`src/rtl/uart_pkg.sv`:
```
// Shared types for the configurable UART receiver.
//   parity_e   : parity mode encoding (matches the PARITY parameter values)
//   rx_state_e : receiver FSM states
//   majority3  : 2-of-3 vote used by the bit sampler
package uart_pkg;

    typedef enum logic [1:0] {
        NONE = 2'd0,
        ODD  = 2'd1,
        EVEN = 2'd2
    } parity_e;

    typedef enum logic [2:0] {
        ST_IDLE,
        ST_START,
        ST_DATA,
        ST_PAR,
        ST_STOP,
        ST_WAIT_HI
    } rx_state_e;

    function automatic logic majority3(input logic a, input logic b, input logic c);
        return (a & b) | (a & c) | (b & c);
    endfunction

endpackage

```
`src/rtl/uart_rx_sampler.sv`:
```
// Input conditioning for the UART receiver.
//   clk, rst  : clock, synchronous active-high reset
//   rx        : raw asynchronous line
//   sample_en : capture the synchronised line into the vote history
//   rx_s      : 2-flop synchronised line (reset to idle-high)
//   bit_vote  : majority of the two captured samples and the current rx_s
module uart_rx_sampler
    import uart_pkg::*;
(
    input  logic clk,
    input  logic rst,
    input  logic rx,
    input  logic sample_en,
    output logic rx_s,
    output logic bit_vote
);

    logic       sync1_reg;
    logic       rx_s_reg;
    logic [1:0] hist_reg;

    always_ff @(posedge clk) begin
        if (rst) begin
            sync1_reg <= 1'b1;
            rx_s_reg  <= 1'b1;
            hist_reg  <= 2'b00;
        end else begin
            sync1_reg <= rx;
            rx_s_reg  <= sync1_reg;
            if (sample_en) begin
                hist_reg <= {hist_reg[0], rx_s_reg};
            end
        end
    end

    assign rx_s = rx_s_reg;
    // The third sample is the live rx_s, so the vote is ready on the
    // same cycle the bit counter reaches zero.
    assign bit_vote = majority3(hist_reg[1], hist_reg[0], rx_s_reg);

endmodule

```
`src/rtl/uart_rx_cfg.sv`:
```
// Configurable UART receiver (data width, parity, stop bits) with
// majority-vote sampling, false-start rejection, parity/framing/break/
// overrun detection and a valid/ready output holding register.
//   clk, rst     : clock, synchronous active-high reset
//   rx           : asynchronous serial input, idle high
//   data_out     : received word (LSB first on the line)
//   data_valid   : word held until data_ready accepts it
//   data_ready   : consumer accept
//   parity_err   : parity status of the held word
//   frame_err    : a stop bit of the held word was low
//   break_det    : one-cycle pulse on a break frame
//   overrun_err  : one-cycle pulse when a word is dropped
//   busy         : FSM not idle
//   leds         : last accepted word, fitted to 8 bits
module uart_rx_cfg
    import uart_pkg::*;
#(
    parameter int BAUD_DIV  = 434,
    parameter int DATA_BITS = 8,
    parameter int PARITY    = 0,
    parameter int STOP_BITS = 1
) (
    input  logic                 clk,
    input  logic                 rst,
    input  logic                 rx,
    output logic [DATA_BITS-1:0] data_out,
    output logic                 data_valid,
    input  logic                 data_ready,
    output logic                 parity_err,
    output logic                 frame_err,
    output logic                 break_det,
    output logic                 overrun_err,
    output logic                 busy,
    output logic [7:0]           leds
);

    if (BAUD_DIV < 8 || DATA_BITS < 5 || DATA_BITS > 9 || PARITY < 0 || PARITY > 2
        || STOP_BITS < 1 || STOP_BITS > 2) begin : g_bad_params
        $error("uart_rx_cfg: illegal parameter combination");
    end

    localparam int             CW         = $clog2(BAUD_DIV);
    localparam logic [CW-1:0]  CNT_BIT    = CW'(BAUD_DIV - 1);
    localparam logic [CW-1:0]  CNT_START  = CW'(BAUD_DIV / 2 + 1);
    localparam logic [3:0]     LAST_DATA  = 4'(DATA_BITS - 1);
    localparam logic [3:0]     LAST_STOP  = 4'(STOP_BITS - 1);
    localparam parity_e        PAR_MODE   = parity_e'(PARITY[1:0]);
    localparam logic           HAS_PARITY = (PAR_MODE != NONE);
    localparam logic           PAR_IS_ODD = (PAR_MODE == ODD);

    rx_state_e              state_reg, state_next;
    logic [CW-1:0]          cnt_reg;
    logic [3:0]             bit_idx_reg;
    logic [DATA_BITS-1:0]   shift_reg;
    logic                   par_bit_reg;
    logic                   stop_first_reg;
    logic                   frame_bad_reg;
    logic [DATA_BITS-1:0]   data_out_reg;
    logic                   data_valid_reg;
    logic                   parity_err_reg;
    logic                   frame_err_reg;
    logic                   break_reg;
    logic                   overrun_reg;
    logic [7:0]             leds_reg;
    logic [7:0]             leds_next;

    logic rx_s, bit_vote;
    logic active, bit_done, sample_en, frame_end;
    logic first_stop, stop_low_any, is_break, par_err_calc, consumer_free;

    assign active    = (state_reg == ST_START) || (state_reg == ST_DATA)
                    || (state_reg == ST_PAR)   || (state_reg == ST_STOP);
    assign bit_done  = active && (cnt_reg == '0);
    assign sample_en = active && ((cnt_reg == CW'(2)) || (cnt_reg == CW'(1)));
    assign frame_end = (state_reg == ST_STOP) && bit_done && (bit_idx_reg == LAST_STOP);

    // At frame end the current vote is the last stop bit; fold it in
    // with what earlier stop bits left behind.
    assign first_stop    = (bit_idx_reg == 4'd0) ? bit_vote : stop_first_reg;
    assign stop_low_any  = frame_bad_reg | ~bit_vote;
    assign is_break      = (shift_reg == '0) && !(HAS_PARITY && par_bit_reg) && !first_stop;
    assign par_err_calc  = HAS_PARITY && ((^shift_reg ^ par_bit_reg) != PAR_IS_ODD);
    assign consumer_free = !data_valid_reg || data_ready;

    uart_rx_sampler u_sampler (
        .clk       (clk),
        .rst       (rst),
        .rx        (rx),
        .sample_en (sample_en),
        .rx_s      (rx_s),
        .bit_vote  (bit_vote)
    );

    // Narrow words are zero-extended onto the LEDs, wide ones truncated.
    for (genvar gi = 0; gi < 8; gi++) begin : g_leds
        if (gi < DATA_BITS) begin : g_bit
            assign leds_next[gi] = data_out_reg[gi];
        end else begin : g_zero
            assign leds_next[gi] = 1'b0;
        end
    end

    always_ff @(posedge clk) begin
        if (rst) begin
            state_reg <= ST_IDLE;
        end else begin
            state_reg <= state_next;
        end
    end

    always_comb begin
        state_next = state_reg;
        case (state_reg)
            ST_IDLE:    if (!rx_s) state_next = ST_START;
            ST_START:   if (bit_done) state_next = bit_vote ? ST_IDLE : ST_DATA;
            ST_DATA:    if (bit_done && (bit_idx_reg == LAST_DATA))
                            state_next = HAS_PARITY ? ST_PAR : ST_STOP;
            ST_PAR:     if (bit_done) state_next = ST_STOP;
            ST_STOP:    if (frame_end)
                            state_next = (is_break || !bit_vote) ? ST_WAIT_HI : ST_IDLE;
            ST_WAIT_HI: if (rx_s) state_next = ST_IDLE;
            default:    state_next = ST_IDLE;
        endcase
    end

    always_ff @(posedge clk) begin
        if (rst) begin
            cnt_reg        <= '0;
            bit_idx_reg    <= '0;
            shift_reg      <= '0;
            par_bit_reg    <= 1'b0;
            stop_first_reg <= 1'b0;
            frame_bad_reg  <= 1'b0;
            data_out_reg   <= '0;
            data_valid_reg <= 1'b0;
            parity_err_reg <= 1'b0;
            frame_err_reg  <= 1'b0;
            break_reg      <= 1'b0;
            overrun_reg    <= 1'b0;
            leds_reg       <= '0;
        end else begin
            break_reg   <= 1'b0;
            overrun_reg <= 1'b0;

            if (state_reg == ST_IDLE) begin
                bit_idx_reg   <= '0;
                frame_bad_reg <= 1'b0;
                if (!rx_s) begin
                    cnt_reg <= CNT_START;
                end
            end else if (active) begin
                cnt_reg <= bit_done ? CNT_BIT : cnt_reg - CW'(1);
            end

            if (bit_done) begin
                case (state_reg)
                    ST_DATA: begin
                        shift_reg   <= {bit_vote, shift_reg[DATA_BITS-1:1]};
                        bit_idx_reg <= (bit_idx_reg == LAST_DATA) ? 4'd0 : bit_idx_reg + 4'd1;
                    end
                    ST_PAR: begin
                        par_bit_reg <= bit_vote;
                        bit_idx_reg <= 4'd0;
                    end
                    ST_STOP: begin
                        if (bit_idx_reg == 4'd0) begin
                            stop_first_reg <= bit_vote;
                        end
                        frame_bad_reg <= stop_low_any;
                        bit_idx_reg   <= frame_end ? 4'd0 : bit_idx_reg + 4'd1;
                    end
                    default: bit_idx_reg <= 4'd0;
                endcase
            end

            // Accept first; a same-cycle new word below re-raises valid.
            if (data_valid_reg && data_ready) begin
                data_valid_reg <= 1'b0;
                leds_reg       <= leds_next;
            end

            if (frame_end) begin
                if (is_break) begin
                    break_reg <= 1'b1;
                end else if (consumer_free) begin
                    data_out_reg   <= shift_reg;
                    parity_err_reg <= par_err_calc;
                    frame_err_reg  <= stop_low_any;
                    data_valid_reg <= 1'b1;
                end else begin
                    overrun_reg <= 1'b1;
                end
            end
        end
    end

    assign data_out    = data_out_reg;
    assign data_valid  = data_valid_reg;
    assign parity_err  = parity_err_reg;
    assign frame_err   = frame_err_reg;
    assign break_det   = break_reg;
    assign overrun_err = overrun_reg;
    assign busy        = (state_reg != ST_IDLE);
    assign leds        = leds_reg;

endmodule

```
`config.mk`:
```
export PLATFORM = sky130hd
export DESIGN_NAME = uart_rx_cfg
export DESIGN_NICKNAME = d
export VERILOG_FILES = /design/src/rtl/uart_pkg.sv /design/src/rtl/uart_rx_sampler.sv /design/src/rtl/uart_rx_cfg.sv
export SDC_FILE = /design/constraint.sdc
export NUM_CORES = 1
export LEC_CHECK = 0
export BUFFER_PORTS_ARGS = -buffer_cell sky130_fd_sc_hd__buf_2
export CORE_MARGIN = 8
export CORE_UTILIZATION = 45
export DETAILED_ROUTE_END_ITERATION = 8
export PLACE_DENSITY = 0.63
export SLEW_MARGIN = 10
export SYNTH_ARGS = -nofsm -noshare
export SYNTH_HDL_FRONTEND = slang
export SYNTH_SLANG_ARGS = --single-unit
```
`constraint.sdc`:
```
create_clock -name clk -period 1.8 [get_ports clk]
set_input_delay 0.36 -clock clk [delete_from_list [all_inputs] [get_ports clk]]
set_output_delay 0.36 -clock clk [all_outputs]
set_load 0.005 [all_outputs]
```
# --- Word-level counts from Yosys, hierarchy flattened ---
# Cells that the tools add are included.
totals:
  regBits: 50
  latchBits: 0
  ram_bits: 0
  romBits: 0
  inputBits: 4
  out_inout_bits: 22
  mem_count: 0
classes:
  add_sub_neg: 2
  multipliers: 0
  div: 0
  n_lt_le_gt_ge: 0
  n_eq_ne: 14
  shifts: 0
  n_mux: 28
  n_bitwise: 9
  n_reduce_logical: 30
op_table:
  columns: ["operator", "count"]
  rows:
  - ["$mux 9", 4]
  - ["$mux 3", 7]
  - ["$pmux 3 s6", 1]
  - ["$mux 4", 4]
  - ["$mux 1", 10]
  - ["$eq 9x1->1 const B", 1]
  - ["$eq 9x2->1 const B", 1]
  - ["$logic_not 9->1", 1]
  - ["$sub 9x1->9 const B", 1]
  - ["$logic_not 8->1", 1]
  - ["$ne 2x2->1 const B", 4]
  - ["$pmux 4 s2", 1]
  - ["$logic_and 1x1->1", 7]
  - ["$eq 3x2->1 const B", 2]
  - ["$eq 3x3->1 const B", 2]
  - ["$logic_or 1x1->1", 6]
  - ["$reduce_and 2->1", 3]
  - ["$reduce_and 6->1", 1]
  - ["$add 4x1->4 const B", 1]
  - ["$eq 4x3->1 const B", 1]
  - ["$logic_not 4->1", 1]
  - ["$ne 2x1->1 const B", 2]
  - ["$reduce_bool 2->1", 2]
  - ["$and 1x1->1", 3]
  - ["other kinds (10)", 16]

# --- Longest topological paths before layout ---
logic_depth:
  ltp_word: 10
  depth_mapped: 8
  mapped_depth_nobuf: 7

# --- Cells and area by module ---
# Synthesis repeated with hierarchy kept, for this count alone.
unflattened:
  hier_cells: 273
  hier_area_um2: 2384.8
by_module_without_submodules:
  columns: ["mod", "n_inst", "cells_each", "area_each_um2", "seq_area_each_um2"]
  rows:
  - ["uart_rx_cfg", 1, 262, 2253.4, 920.9]
  - ["uart_rx_sampler", 1, 11, 131.4, 80.1]

# --- Least setup slack after synthesis ---
# No wires, ideal clock.
synth_path:
  path_kind: "register to register"
  start: "register cnt_reg[0]"
  end: "register data_out_reg[7] (netlist: data_out[7])"
  arrival_time_ps: 1788
  required_ps: 1672
  path_slack_ps: -116
  stages_incl_launch_ff: 9
  n_path_buf: 1
  synth_period_minus_slack_ps: 1916
  cell_sequence: "dfxtp_1 -> inv_1 -> ha_1 -> nor4b_4 -> nand4_2 -> a311oi_1 -> buf_4 -> mux2i_1 -> nor2_1"
synth_between:
  elab_chain_len: 5
synth_rtl:
  columns: ["element", "line_no", "text"]
  rows:
  - ["from (decl)", "uart_rx_cfg.sv:52", "logic [CW-1:0] cnt_reg;"]
  - ["from (signal assigned)", "uart_rx_cfg.sv:152", "cnt_reg <= bit_done ? CNT_BIT : cnt_reg - CW'(1);"]
  - ["$logic_not 9->1", "uart_rx_cfg.sv:73", "assign bit_done = active && (cnt_reg == '0);"]
  - ["$logic_and 1x1->1", "uart_rx_cfg.sv:73", null]
  - ["$logic_and 1x1->1 (2 in series)", "uart_rx_cfg.sv:75", "assign frame_end = (state_reg == ST_STOP) && bit_done && (bit_idx_reg == LAST_STOP);"]
  - ["$reduce_and 3->1 (no source line)", null, null]
  - ["to (signal assigned)", "uart_rx_cfg.sv:186", "data_out_reg <= shift_reg;"]
  - ["to (decl)", "uart_rx_cfg.sv:58", "logic [DATA_BITS-1:0] data_out_reg;"]
# No other way between the ends.
# A chain may end at the register's enable or synchronous reset.

# --- Worst setup path after layout ---
layout_path:
  start: "register cnt_reg[0]"
  end: "register data_out_reg[0] (netlist: data_out[0])"
# Same word-level chain as after synthesis.

==> impl_metrics.toml <==
[finish]
areaGrowthSynthToFinish_pct = 31.17
largest_reg_flops = 9
final_cell_count_no_fill = 405
diodes = 0
final_util = 0.6083
final_nets = 344
drive_gt1_frac = 0.3463

[placed_design]
place_ws_ns = -0.06101
gp_congestion = 0.9062
port_buffers = 24
hpwl_um = 4153
dp_cells = 393

[die]
io_pins = 26
die_w_um = 88.55
fp-row-count = 26
start_util = 0.4637
fp.dieH_um = 88.55
core_um2 = 5107
die_area_um2 = 7841

[drt]
avgViaCountPerCell = 5.398
m1WireLength_um = 2841
drt_iter0_drc = 89
ant_nets = 0
wl_met2_um = 2931
post_drt_wl_per_cell_um = 14.85
route.detailed.drc = 0
routed.top_layer = "met4"
drtPass1Iterations = 4
vias = 2186
postRouteWirelength_um = 6015
wl_met3_um = 182

[job]
max_cap_violations = 0

[sta]
finalHoldViolCount = 0
fmax_ghz = 0.5198
setup_slack_ns = -0.1237
skew_ns = 0.009069
hold_ws_ns = 0.2277
relSlewSlack = 0.6126
period_needed_ns = 1.924
period_share = 1.069
setup-tns-final_ns = -1.096
rsz0062_at_grt = "true"
setup_viol = 16
worstMarginPinSlew_ns = 0.5751
maxSlewViolCount = 0

[setup_path]
worstSetupPathType = "reg2reg"
rr_worst_depth = 9
start_kind = "flip-flop"
cp-end-kind = "flip-flop"
arrival_ns = 2.11
required_ns = 1.99
crit_fanout = 4

[power]
powerDensity_nw_per_um2 = 1355
p_leak_nw = 1.343
vdd_ir_drop_max_uv = 768.3

[grt]
grt_max_degree = 41
antenna_found_initial = 0
grt_pass1_vias = 1979
gr-total-overflow = 0
globalRouteTotalUtil = 0.1483
grt_pass1_wl_um = 9335

[cts]
clock-sinks = 50
hold_buffers = 0
ctsHtreeMaxLevel = 2
cts_tree = "built"
clk_pin_slew_worst_paths_ns = 0.10
cts_made_buffers = 5
cts_buffer_depth = 2
root_buffer = "clkbuf_8"
clk_latency_ns = 0.31

[yosys]
yosysTopAreaCellShare = 0.4226
ys_seq_area_frac = 0.4226
synthArstFlopShare = 0
synthFlopType = "dfxtp_1"
postSynthCellCount = 268
syn_area_per_cell_um2 = 8.838
netlist_area_um2 = 2369
ys_ff_latch = 50
synth_nets = 278
synth_commonest_cells = "dfxtp_1, nor2_1, nand2_1"
ys_top_cells_by_area = "dfxtp_1, mux2i_1, nor2_1, a21oi_1, nand2_1"
synth_edf_count = 0
yosys_warnings = 0
ys_types = 53
synth.most_common_cell = "dfxtp_1"
synth_largest_area_cell = "dfxtp_1"

[worst_hold_path]
hold_path_class = "in2reg"
worstHoldPathCells = 2

[run_status]
status = "finished with violations"
violations = "negative setup slack"
==> kinds of logic (layout without fill, tap and decap cells) <==
| kind of cell | after synthesis | count (layout) | synth area share |
|---|---|---|---|
| buffers and inverters | 22 | 89 | 0.04068 |
| muxes | 18 | 18 | 0.07607 |
| adders and majority gates | 7 | 7 | 0.03645 |
| and+or+nand+nor | 116 | 116 | 0.2705 |
| AOI/OAI and AO/OA | 54 | 54 | 0.1521 |
| DFF | 50 | 50 | 0.4226 |
| other | 1 | 1 | 0.001583 |
==> metrics by stage <==
stage	area, um^2	total power [W]
after floorplan	2391	0.002441
after global placement	2877	0.003232
after detailed placement	2877	0.003244
after CTS	2989	0.003956
after global routing	3107	0.004468
final	3107	0.004209
==> layout make-up <==
type                            instances  area, um^2
Sequential cell                        50        1003
Timing Repair Buffer                   73       491.7
Clock buffer                            5       68.82
Tap cell                               70       87.58
Multi-Input combinational cell        196        1401
Clock inverter                          3       23.77
Inverter                                8       30.03
Fill cell                             471        2001
==> report_power, final <==
group          leakage, nW  switching, W  internal (W)  total (W)
sequential           0.406      0.000118       0.00122    0.00134
combinational        0.897       0.00115       0.00104    0.00219
clock               0.0408      0.000401      0.000279   0.000679
total                 1.34       0.00167       0.00254    0.00421
==> final timing paths <==
check                           slack [ns]             endpoint                start
worst max-delay path                 -0.12          data_out[0]           cnt_reg[0]
worst min-delay path                  0.23  u_sampler.sync1_reg                   rx
worst max register to register       -0.12          data_out[0]           cnt_reg[0]
worst min register to register        0.42       u_sampler.rx_s  u_sampler.sync1_reg
==> worst max-delay path, stage by stage (launching register included) <==
cell	delay, ns
dfxtp_2	0.34
inv_2	0.08
ha_4	0.12
nor4b_4	0.20
buf_4	0.19
nand4_4	0.12
a311oi_4	0.29
buf_4	0.22
mux2i_1	0.20
nor2_1	0.05
==> routing by layer <==
layer  global-route usage  vias up
li1                     -     1097
met1               0.1990     1040
met2               0.2335       40
met3              0.02878        9
met4              0.04301        0
met5                    0        -
==> what timing repair did <==
action | 4_1_cts | 5_1_grt
buffers inserted | 0 | 3
setup endpoints to repair | 14 | 24
gates resized for setup | 4 | 22
gates cloned | 0 | 1
pin swaps | 3 | 8
==> layout by cell type (no fill, tap or decap), types with 6 or more instances in the layout <==
cell and instances:
nor3_1 6, nand3_1 12, inv_1 6, mux2i_1 18, a21oi_1 19, nand2_1 26
buf_4 48, dfxtp_1 48, nor2_1 31, o21ai_0 6, buf_2 24
Power figures use the tool's default switching activity.
